==> src/rtl/ifm_bank_scheduler.sv <==
// Ring sequencer for IFM banks between a producer and a consumer conv stage.
// Selects and flags are registered; prod_ready is decoded from the occupancy register.
module ifm_bank_scheduler #(
  parameter int NUMBER_OF_BANKS = 2,
  parameter int BANKS_PER_LAYER = 16,
  parameter int SEL_W   = (NUMBER_OF_BANKS > 1) ? $clog2(NUMBER_OF_BANKS) : 1,
  parameter int CNT_W   = $clog2(NUMBER_OF_BANKS + 1),
  parameter int LAYER_W = (BANKS_PER_LAYER > 1) ? $clog2(BANKS_PER_LAYER) : 1
) (
  input  logic             clk,
  input  logic             reset,
  input  logic             enable,
  input  logic             prod_done,
  output logic             prod_ready,
  output logic [SEL_W-1:0] prod_wr_sel,
  input  logic             cons_end,
  input  logic             cons_release,
  output logic             cons_start,
  output logic [SEL_W-1:0] cons_rd_sel,
  output logic [CNT_W-1:0] occupancy,
  output logic             layer_done,
  output logic             protocol_err
);

  typedef enum logic {C_IDLE, C_BUSY} cstate_e;

  localparam logic [SEL_W-1:0]   LAST_BANK  = SEL_W'(NUMBER_OF_BANKS - 1);
  localparam logic [CNT_W-1:0]   FULL_OCC   = CNT_W'(NUMBER_OF_BANKS);
  localparam logic [LAYER_W-1:0] LAST_LAYER = LAYER_W'(BANKS_PER_LAYER - 1);

  cstate_e            state_q, state_d;
  logic [SEL_W-1:0]   wr_ptr_q, wr_ptr_d;
  logic [SEL_W-1:0]   rd_ptr_q, rd_ptr_d;
  logic [CNT_W-1:0]   occ_q, occ_d;
  logic [LAYER_W-1:0] layer_cnt_q, layer_cnt_d;
  logic               start_q, start_d;
  logic               done_q, done_d;
  logic               err_q, err_d;
  logic               full, rel_acc, prod_acc, start_ok;

  // A release in the same edge frees a slot, so a write at full occupancy is still accepted.
  assign full     = (occ_q == FULL_OCC);
  assign rel_acc  = cons_release && (state_q == C_BUSY);
  assign prod_acc = prod_done && (!full || rel_acc);
  assign start_ok = enable && cons_end && (occ_q != '0);

  always_ff @(posedge clk) begin
    if (reset) state_q <= C_IDLE;
    else       state_q <= state_d;
  end

  always_comb begin
    state_d = state_q;
    case (state_q)
      C_IDLE:  if (start_ok)     state_d = C_BUSY;
      C_BUSY:  if (cons_release) state_d = C_IDLE;
      default: state_d = C_IDLE;
    endcase
  end

  always_comb begin
    start_d = (state_q == C_IDLE) && start_ok;
  end

  always_comb begin
    wr_ptr_d    = wr_ptr_q;
    rd_ptr_d    = rd_ptr_q;
    occ_d       = occ_q;
    layer_cnt_d = layer_cnt_q;
    done_d      = 1'b0;
    if (prod_acc) wr_ptr_d = (wr_ptr_q == LAST_BANK) ? '0 : wr_ptr_q + 1'b1;
    if (rel_acc)  rd_ptr_d = (rd_ptr_q == LAST_BANK) ? '0 : rd_ptr_q + 1'b1;
    case ({prod_acc, rel_acc})
      2'b10:   occ_d = occ_q + 1'b1;
      2'b01:   occ_d = occ_q - 1'b1;
      default: occ_d = occ_q;
    endcase
    if (rel_acc) begin
      if (layer_cnt_q == LAST_LAYER) begin
        layer_cnt_d = '0;
        done_d      = 1'b1;
      end else begin
        layer_cnt_d = layer_cnt_q + 1'b1;
      end
    end
    err_d = err_q | (prod_done && !prod_acc) | (cons_release && !rel_acc);
  end

  always_ff @(posedge clk) begin
    if (reset) begin
      wr_ptr_q    <= '0;
      rd_ptr_q    <= '0;
      occ_q       <= '0;
      layer_cnt_q <= '0;
      start_q     <= 1'b0;
      done_q      <= 1'b0;
      err_q       <= 1'b0;
    end else begin
      wr_ptr_q    <= wr_ptr_d;
      rd_ptr_q    <= rd_ptr_d;
      occ_q       <= occ_d;
      layer_cnt_q <= layer_cnt_d;
      start_q     <= start_d;
      done_q      <= done_d;
      err_q       <= err_d;
    end
  end

  assign prod_ready   = !full;
  assign prod_wr_sel  = wr_ptr_q;
  assign cons_rd_sel  = rd_ptr_q;
  assign occupancy    = occ_q;
  assign cons_start   = start_q;
  assign layer_done   = done_q;
  assign protocol_err = err_q;

endmodule
==> config.mk <==
export PLATFORM = sky130hd
export DESIGN_NAME = ifm_bank_scheduler
export DESIGN_NICKNAME = d
export VERILOG_FILES = /design/src/rtl/ifm_bank_scheduler.sv
export SDC_FILE = /design/constraint.sdc
export NUM_CORES = 1
export LEC_CHECK = 0
export ABC_CLOCK_PERIOD_IN_PS = 4800
export CORE_ASPECT_RATIO = 1.5
export CORE_UTILIZATION = 25
export CTS_BUF_LIST = sky130_fd_sc_hd__clkbuf_4 sky130_fd_sc_hd__clkbuf_8
export CTS_CLUSTER_DIAMETER = 200
export DETAILED_ROUTE_END_ITERATION = 10
export GPL_ROUTABILITY_DRIVEN = 0
export HOLD_SLACK_MARGIN = 0.02
export PLACE_DENSITY = 0.56
export SLEW_MARGIN = 20
export SYNTH_ARGS = -nofsm -noshare
export SYNTH_HDL_FRONTEND = slang
export SYNTH_SLANG_ARGS = --single-unit
==> constraint.sdc <==
create_clock -name clk -period 4.8 [get_ports clk]
set_clock_uncertainty 0.1 [all_clocks]
set_input_delay 0.72 -clock clk [delete_from_list [all_inputs] [get_ports clk]]
set_output_delay 0.72 -clock clk [all_outputs]
set_load 0.02 [all_outputs]
Yosys cells after proc, flatten, opt, wreduce, memory -nomap -nowiden
Index checks and enable logic that the tools add are counted.
- input bits: 6
- logic and storage cells: 43
- flip-flop bits (word level): 12
- output and inout bits: 8
- reductions and logical operators: 14
- bitwise gates (word level): 4
- add/subtract/negate cells: 5
- equal/unequal tests: 4
- mux-type cells: 8
- operators with widths (cell ; count):
    1-bit logical AND ; 7
    1-bit 2-to-1 mux ; 5
    4-bit by 1-bit adder with 4-bit output (second input constant) ; 1
    2-bit equality test (second input constant) ; 2
    4-bit equality test (second input constant) ; 1
    4-bit 2-to-1 mux ; 1
    2-bit case mux with 2 select lines ; 1
    2-bit nonzero test ; 2
    1-bit logical NOT ; 3
    1-bit adder (second input constant) ; 2
    2-bit by 1-bit adder with 2-bit output (second input constant) ; 1
    2-bit by 1-bit equality test with 1-bit output (second input constant) ; 1
    1-bit NOT ; 2
    1-bit bitwise OR ; 2
    1-bit case mux with 2 select lines ; 1
    2-bit OR reduction ; 1
    2-bit by 1-bit subtractor with 2-bit output (second input constant) ; 1
    1-bit logical OR ; 1

Longest topological paths before layout
Gate-level depths: netlist of run 1.
- depth after elaboration: 8
- mapped depth: 7
- mapped depth without buffers: 7

Worst setup path before layout of run 1
Ideal clock, no wire load.
- path kind: input to register
- from: input port cons_release
- to: register occ_q[1] (netlist: occupancy[1])
- stages: 6
- path slack: 2843 ps
- data required time: 4629 ps
- arrival time: 1786 ps
- path buffers: 0
- library setup time: 71 ps
- cell sequence: nand2_1 > inv_2 > o21ai_2 > ha_1 > or3_1 > a21oi_1
- cells in the longest elaborated chain, start to end: 5
- elaborated cells on any way between the ends: 7
- those cells by class: eq/ne (2); mux (1); reduce/logical (4)
- RTL lines (element ; RTL line ; source):
    start, declared ; 17 ; input logic cons_release,
    1-bit logical AND * ; 43 ; assign rel_acc = cons_release && (state_q == C_BUSY);
    net rel_acc ; 39 ; logic full, rel_acc, prod_acc, start_ok;
    1-bit logical OR ; 44 ; assign prod_acc = prod_done && (!full || rel_acc);
    1-bit logical AND ; 44 ;
    2-bit by 1-bit equality test with 1-bit output / 2-bit equality test (equally long branches) ; 73 ; case ({prod_acc, rel_acc})
    2-bit case mux with 2 select lines / 2-bit nonzero test (equally long branches) ; -- ;
    end signal, assigned ; 93 ; occ_q <= '0;
    end signal, assigned ; 101 ; occ_q <= occ_d;
    end, declared ; 34 ; logic [CNT_W-1:0] occ_q, occ_d;
The timed path passes the listed nets; every way through them passes the cells marked *.
A chain may end at the register's enable or synchronous reset.

Worst setup path in the final report of run 1
Ends and elaborated chain as after synthesis.

==> results.yml, run 1 <==
setup_path:
  endpoint_kind: "flip-flop"
  path_max_fanout: 5
  critical-path-max-stage-delay_ps: 550
  critical_path.cell_chain: "clkdlybuf4s50_1 > nand2_1 > inv_2 > o21ai_2 > ha_1 > or3_1 > a21oi_1"
  minimum_setup_slack_among_reg_to_reg_paths_ps: 3070
  start_kind: "primary input"
  worstPathArrival_ps: 2440
  critical-path-slowest-cell: "clkdlybuf4s50_1"
  critical_path_required_ps: 4900
  startpoint_to_endpoint_class_of_the_critical_path: "primary input to flip-flop"
global_routing:
  globalRouteTotalUtil_pct: 10.4
  grt_pass1_wl_um: 1590
  antenna_found_initial: 0
  number_of_global_route_vias_before_repair: 408
  grt_max_degree: 14
  global_route.overflow_total: 0
layout:
  filler_cells_inserted: 205
  area.sequential_um2: 240
  finalNetCount: 81
  antenna_cells_inserted: 0
  layout-area-overhead-vs-synth_pct: 37.8
  multi_input_area_um2: 248
  final_layout_size_suffix_gt1_share_pct: 11.1
  postLayoutCoreUtil_pct: 37.1
timing:
  rsz0062_at_grt: "false"
  total_neg_setup_slack_ps: 0
  finalWorstPathRequiredPeriod_ps: 2340
  timing.final.max_slew_violations: 0
  max_freq_mhz: 427
  final.setup.worst_slack_ps: 2460
  slew_headroom_pct: 69.7
  setup_viol: 0
  finalHoldViolations: 0
  timing.final.crit_share_pct: 48.8
  pin_slew_with_the_least_headroom_to_its_limit_ps: 453
routing:
  vias: 445
  detail_route.drc_violations: 0
  finalWirelength_um: 915
  drtPass1Iterations: 2
  ant_nets: 0
  wire_per_inst_um: 9.84
  drtIter0Drc: 3
  route.detailed.vias_per_inst: 4.78
logic_synthesis:
  syn-num-nets: 64
  mappedNetlistArea_um2: 499
  synth.avg_cell_area_um2: 8.91
  total_of_warnings_raised_by_yosys: 0
  postSynthCellCount: 56
  postSynthRegisterBits: 12
  yosysUniqueCellTypes: 22
  seq_area_frac_synth_pct: 48.1
placement:
  placement.io_buffers: 13
  dp.final_hpwl_um: 692
  place_ws_ps: 2180
outcome:
  status: "complete, no violations"
clock_tree:
  clkSlewWorstSetupHoldPaths_ps: 70
  tritoncts.num_buffers: 3
  clock-sinks: 12
  cts_hold_repair.buffers: 0
  root_buffer: "clkbuf_4"
  cts_tree: "built"
  clk_latency_ps: 270
  cts.repair_timing.setup_buffer_count: 0
  htree_levels: 1
  post_cts_resize_count: 0
  clockBufferDepth: 2
power:
  p_leak_nw: 0.266
  design_power_total_w: 0.000233
  power_density_mw_per_mm2: 339
  worst_ir_drop_vdd_mv: 0.154
floorplanning:
  std_cell_rows: 19
  dieWidth_um: 38.5
  die_height_um: 56.7
  core_mm2: 0.00185
  ioPinCount: 14
  start_util_pct: 26.9
  die_area_mm2: 0.00218
worst_hold_path:
  min_path_type: "flip-flop to flip-flop"
flow_run:
  drv.max_cap_violation_count: 0
[report_power, final]
part	switching, W	internal [W]
sequential	0.00000623	0.000106
clock	0.0000325	0.0000461
combinational	0.0000201	0.0000228
total	0.0000589	0.000174
[layout make-up]
type,instances,area share (%)
Multi-Input combinational cell,41,36.0
Timing Repair Buffer,13,18.9
Tap cell,21,3.82
Clock buffer,4,5.27
Sequential cell,12,34.9
Inverter,2,1.09
[final timing paths]
| path | cells after the start | end | startpoint |
|---|---|---|---|
| setup / recovery | 7 | occupancy[1]$_SDFFE_PP0P_ | cons_release |
| hold / removal | 2 | protocol_err$_SDFF_PP0_ | protocol_err$_SDFF_PP0_ |
| setup reg to reg | 6 | occupancy[1]$_SDFFE_PP0P_ | state_q$_SDFF_PP0_ |
| hold reg to reg | 2 | protocol_err$_SDFF_PP0_ | protocol_err$_SDFF_PP0_ |
[metrics by stage]
step | cell area (um^2) | std cells | hold slack (ps)
after floorplan | 499 | 56 | 338
after global placement | 652 | 89 | 337
after detailed placement | 652 | 89 | 339
after CTS | 688 | 93 | 349
after global routing | 688 | 93 | 362
final | 688 | 93 | 344
[cell usage in the layout, fill, tap and decap left out]
cell type	netlist	final
nor2_1	6	6
inv_2	1	1
dfxtp_1	12	12
inv_1	1	1
o21ai_2	1	1
nand2_1	7	7
nor4_1	1	1
ha_1	2	2
a311o_1	1	1
mux2_2	1	1
clkbuf_8	0	1
a21oi_1	6	6
o21ai_0	3	3
nor2b_1	1	1
clkdlybuf4s50_1	0	13
nand3_1	2	2
or3_1	2	2
clkbuf_4	0	3
xor2_1	2	2
nand2b_1	1	1
nor3_1	1	1
a21o_1	1	1
and3b_2	1	1
xnor2_1	2	2
[worst max-delay path: cells and delay by family]
family	cells	cell delay [ps]
adders and majority gates	1	310
buffers and inverters	2	680
AOI/OAI and AO/OA	2	220
and+or+nand+nor	2	500
[cell usage after synthesis, drive strengths merged]
| cell type | instances | share of area (%) |
|---|---|---|
| nor3 | 1 | 1.0 |
| nand2b | 1 | 1.3 |
| dfxtp | 12 | 48 |
| a311o | 1 | 2.0 |
| nand3 | 2 | 2.0 |
| and3b | 1 | 2.0 |
| o21ai | 4 | 4.8 |
| nor2 | 6 | 4.5 |
| ha | 2 | 5.0 |
| mux2 | 1 | 2.3 |
| clkbuf | 1 | 0.75 |
| nor2b | 1 | 1.3 |
| xnor2 | 2 | 3.5 |
| a21o | 1 | 1.5 |
| a21oi | 6 | 6.0 |
| inv | 2 | 1.5 |
| or3 | 2 | 2.5 |
| xor2 | 2 | 3.5 |
| nand2 | 7 | 5.3 |
| nor4 | 1 | 1.3 |
[registers in the layout, summed over array words and instances (netlist names)]
signal        cells
prod_wr_sel       1
state_q           1
cons_rd_sel       1
layer_cnt_q       4
layer_done        1
occupancy         2
protocol_err      1
cons_start        1
[logic make-up after synthesis]
family	after synthesis	synth area share [%]
AOI/OAI and AO/OA	12	14.3
muxes	1	2.26
and+or+nand+nor	22	21.1
xor gates and xnor gates	4	7.02
buffers and inverters	3	2.25
DFF	12	48.1
adders and majority gates	2	5.01
[per-layer routing]
| metal | up-vias | track usage, % | wire length [um] |
|---|---|---|---|
| met2 | 12 | 15.2 | 423 |
| met3 | 5 | 2.37 | 50 |
| li1 | 226 | - | - |
| met5 | - | 0 | 0 |
| met1 | 202 | 11.8 | 402 |
| met4 | 0 | 8.87 | 39 |
No activity file was read; power rests on OpenSTA's default activity.
==> run 2: changes to the inputs <==
--- a/config.mk
+++ b/config.mk
@@ -5,7 +5,7 @@
 export SDC_FILE = /design/constraint.sdc
 export NUM_CORES = 1
 export LEC_CHECK = 0
-export ABC_CLOCK_PERIOD_IN_PS = 4800
+export ABC_CLOCK_PERIOD_IN_PS = 1900
 export CORE_ASPECT_RATIO = 1.5
 export CORE_UTILIZATION = 25
 export CTS_BUF_LIST = sky130_fd_sc_hd__clkbuf_4 sky130_fd_sc_hd__clkbuf_8
@@ -13,7 +13,7 @@
 export DETAILED_ROUTE_END_ITERATION = 10
 export GPL_ROUTABILITY_DRIVEN = 0
 export HOLD_SLACK_MARGIN = 0.02
-export PLACE_DENSITY = 0.56
+export PLACE_DENSITY = 0.58
 export SLEW_MARGIN = 20
 export SYNTH_ARGS = -nofsm -noshare
 export SYNTH_HDL_FRONTEND = slang
==> constraint.sdc (replaced) <==
create_clock -name clk -period 1.9 [get_ports clk]
set_clock_uncertainty 0.1 [all_clocks]
set_input_delay 0.285 -clock clk [delete_from_list [all_inputs] [get_ports clk]]
set_output_delay 0.285 -clock clk [all_outputs]
set_load 0.02 [all_outputs]
==> run 2 against run 1 <==
Against the previous run: flip-flop and latch count unchanged; design area up 6.4%; first-iteration DRC count up 100%; final cell count up 6.5%; largest power group unchanged; highest routed layer unchanged.
==> results.yml, run 2 (same netlist as run 1, synthesis figures left out) <==
outcome:
  status: "complete, no violations"
worst_hold_path:
  min_path_type: "flip-flop to flip-flop"
setup_path:
  critical_path.cell_chain: "clkdlybuf4s50_1"
  rr_endpoint: "occupancy[1]$_SDFFE_PP0P_"
  reg2regPathDepth: 6
  endpoint_kind: "output port"
  critical_path.top_delay_family: "buffers and inverters"
  critical-path-max-stage-delay_ps: 640
  critical-path-slowest-cell: "clkdlybuf4s50_1"
  startpoint_to_endpoint_class_of_the_critical_path: "flip-flop to output port"
  path_max_fanout: 6
  worstPathArrival_ps: 1340
  critical_path_depth: 1
  minimum_setup_slack_among_reg_to_reg_paths_ps: 300
  worstReg2RegStart: "occupancy[0]$_SDFFE_PP0P_"
  crit_buf_inv: 1
  start_kind: "flip-flop"
  critical_path_required_ps: 1510
  worstSetupStartpoint: "occupancy[0]$_SDFFE_PP0P_"
  endpoint: "occupancy[0]"
layout:
  commonest_cells_after_routing_fill_and_taps_aside: "dfxtp_1, clkdlybuf4s50_1, nand2_1"
  area.sequential_um2: 240
  multi_input_area_um2: 248
  final_layout_size_suffix_gt1_share_pct: 17.9
  filler_cells_inserted: 204
  largest_register: "layer_cnt_q"
  antenna_cells_inserted: 0
  largest_register_ffs: 4
  layout-area-overhead-vs-synth_pct: 46.6
  finalNetCount: 87
power:
  worst_ir_drop_vdd_mv: 0.482
  internal_power_contribution_w: 0.000448
  switchingPower_w: 0.000151
  power_frac_seq_pct: 47.1
  p_sw_share_pct: 25.2
  power_density_mw_per_mm2: 819
  combinationalPowerShare_pct: 19.7
  p_leak_nw: 0.293
  clockPowerShare_pct: 33.2
routing:
  finalWirelength_um: 956
  route.detailed.vias_per_inst: 4.41
  wire_per_inst_um: 9.66
  drtPass1Iterations: 3
  detail_route.drc_violations: 0
  vias: 437
  ant_nets: 0
  drtIter0Drc: 6
clock_tree:
  clkSlewWorstSetupHoldPaths_ps: 70
  cts.repair_timing.setup_buffer_count: 0
  cts_hold_repair.buffers: 0
  clock-sinks: 12
  htree_levels: 1
  clk_latency_ps: 270
  cts_tree: "built"
  clockBufferDepth: 2
  root_buffer: "clkbuf_4"
  tritoncts.num_buffers: 3
global_routing:
  antenna_found_initial: 0
  global_route.overflow_total: 0
  grt_max_degree: 8
  globalRouteTotalUtil_pct: 10.3
  number_of_global_route_vias_before_repair: 391
  grt_pass1_wl_um: 1570
placement:
  dp.final_hpwl_um: 738
  placement.io_buffers: 13
  place_ws_ps: -48.6
floorplanning:
  start_util_pct: 26.9
  ioPinCount: 14
  dieWidth_um: 38.5
  std_cell_rows: 19
  core_mm2: 0.00185
  die_area_mm2: 0.00218
  die_height_um: 56.7
timing:
  pin_slew_with_the_least_headroom_to_its_limit_ps: 319
  finalHoldViolations: 0
  total_neg_setup_slack_ps: 0
  timing.final.crit_share_pct: 90.6
  finalWorstPathRequiredPeriod_ps: 1720
  final.setup.worst_slack_ps: 179
  setup_viol: 0
  timing.final.max_slew_violations: 0
  rsz0062_at_grt: "false"
  max_freq_mhz: 581
  slew_headroom_pct: 78.5
flow_run:
  drv.max_cap_violation_count: 0
[run 2: cell count changes in the layout (fill, tap and decap cells not counted), sizes merged]
| cell | previous run | this run |
|---|---|---|
| clkdlybuf4s50 | 13 | 12 |
| dlygate4sd2 | 0 | 1 |
| buf | 0 | 6 |
[run 2: what timing repair did]
item | CTS | global route
setup endpoints to repair | 1 | 0
resized for setup | 1 | 0
hold endpoints to repair | 0 | 0
[run 2: worst min path at each step]
stage	startpoint	to	slack (ps)	cells after the start
floorplan	reset	cons_start$_SDFF_PP0_	270	1
global placement	protocol_err$_SDFF_PP0_	protocol_err$_SDFF_PP0_	330	2
detailed placement	protocol_err$_SDFF_PP0_	protocol_err$_SDFF_PP0_	340	2
CTS	protocol_err$_SDFF_PP0_	protocol_err$_SDFF_PP0_	350	2
global route	protocol_err$_SDFF_PP0_	protocol_err$_SDFF_PP0_	380	2
finish	protocol_err$_SDFF_PP0_	protocol_err$_SDFF_PP0_	350	2
[run 2: power by group through the flow]
stage | Combinational [W] | Sequential, W | Clock [W]
6_report | 0.000118 | 0.000282 | 0.000199
5_1_grt | 0.000127 | 0.000285 | 0.000220
4_1_cts | 0.000120 | 0.000282 | 0.000210
3_5_place_dp | 0.000120 | 0.000288 | 0
3_3_place_gp | 0.000120 | 0.000288 | 0
2_1_floorplan | 0.0000445 | 0.000302 | 0
[run 2: layout make-up]
cell class,count,share of cell area (%)
clock buffer,4,4.96
inverter,2,1.03
multi-input combinational,41,33.8
sequential,12,32.8
tap,21,3.59
timing repair buffer,19,23.8
[run 2: per-layer routing]
layer	wire length [um]	track usage [%]
met1	452	13.5
met3	55	2.77
met2	434	13.8
met5	0	0
met4	14	7.39
[run 2: through the flow]
step	power, W	hold WS [ps]	std cells	instance area, um^2	util (%)
finish	0.000599	346	99	732	39.5
global route	0.000632	380	99	732	39.5
CTS	0.000613	352	99	732	39.5
detailed placement	0.000409	341	95	697	37.6
global placement	0.000408	334	95	697	37.6
floorplan	0.000347	275	56	499	-
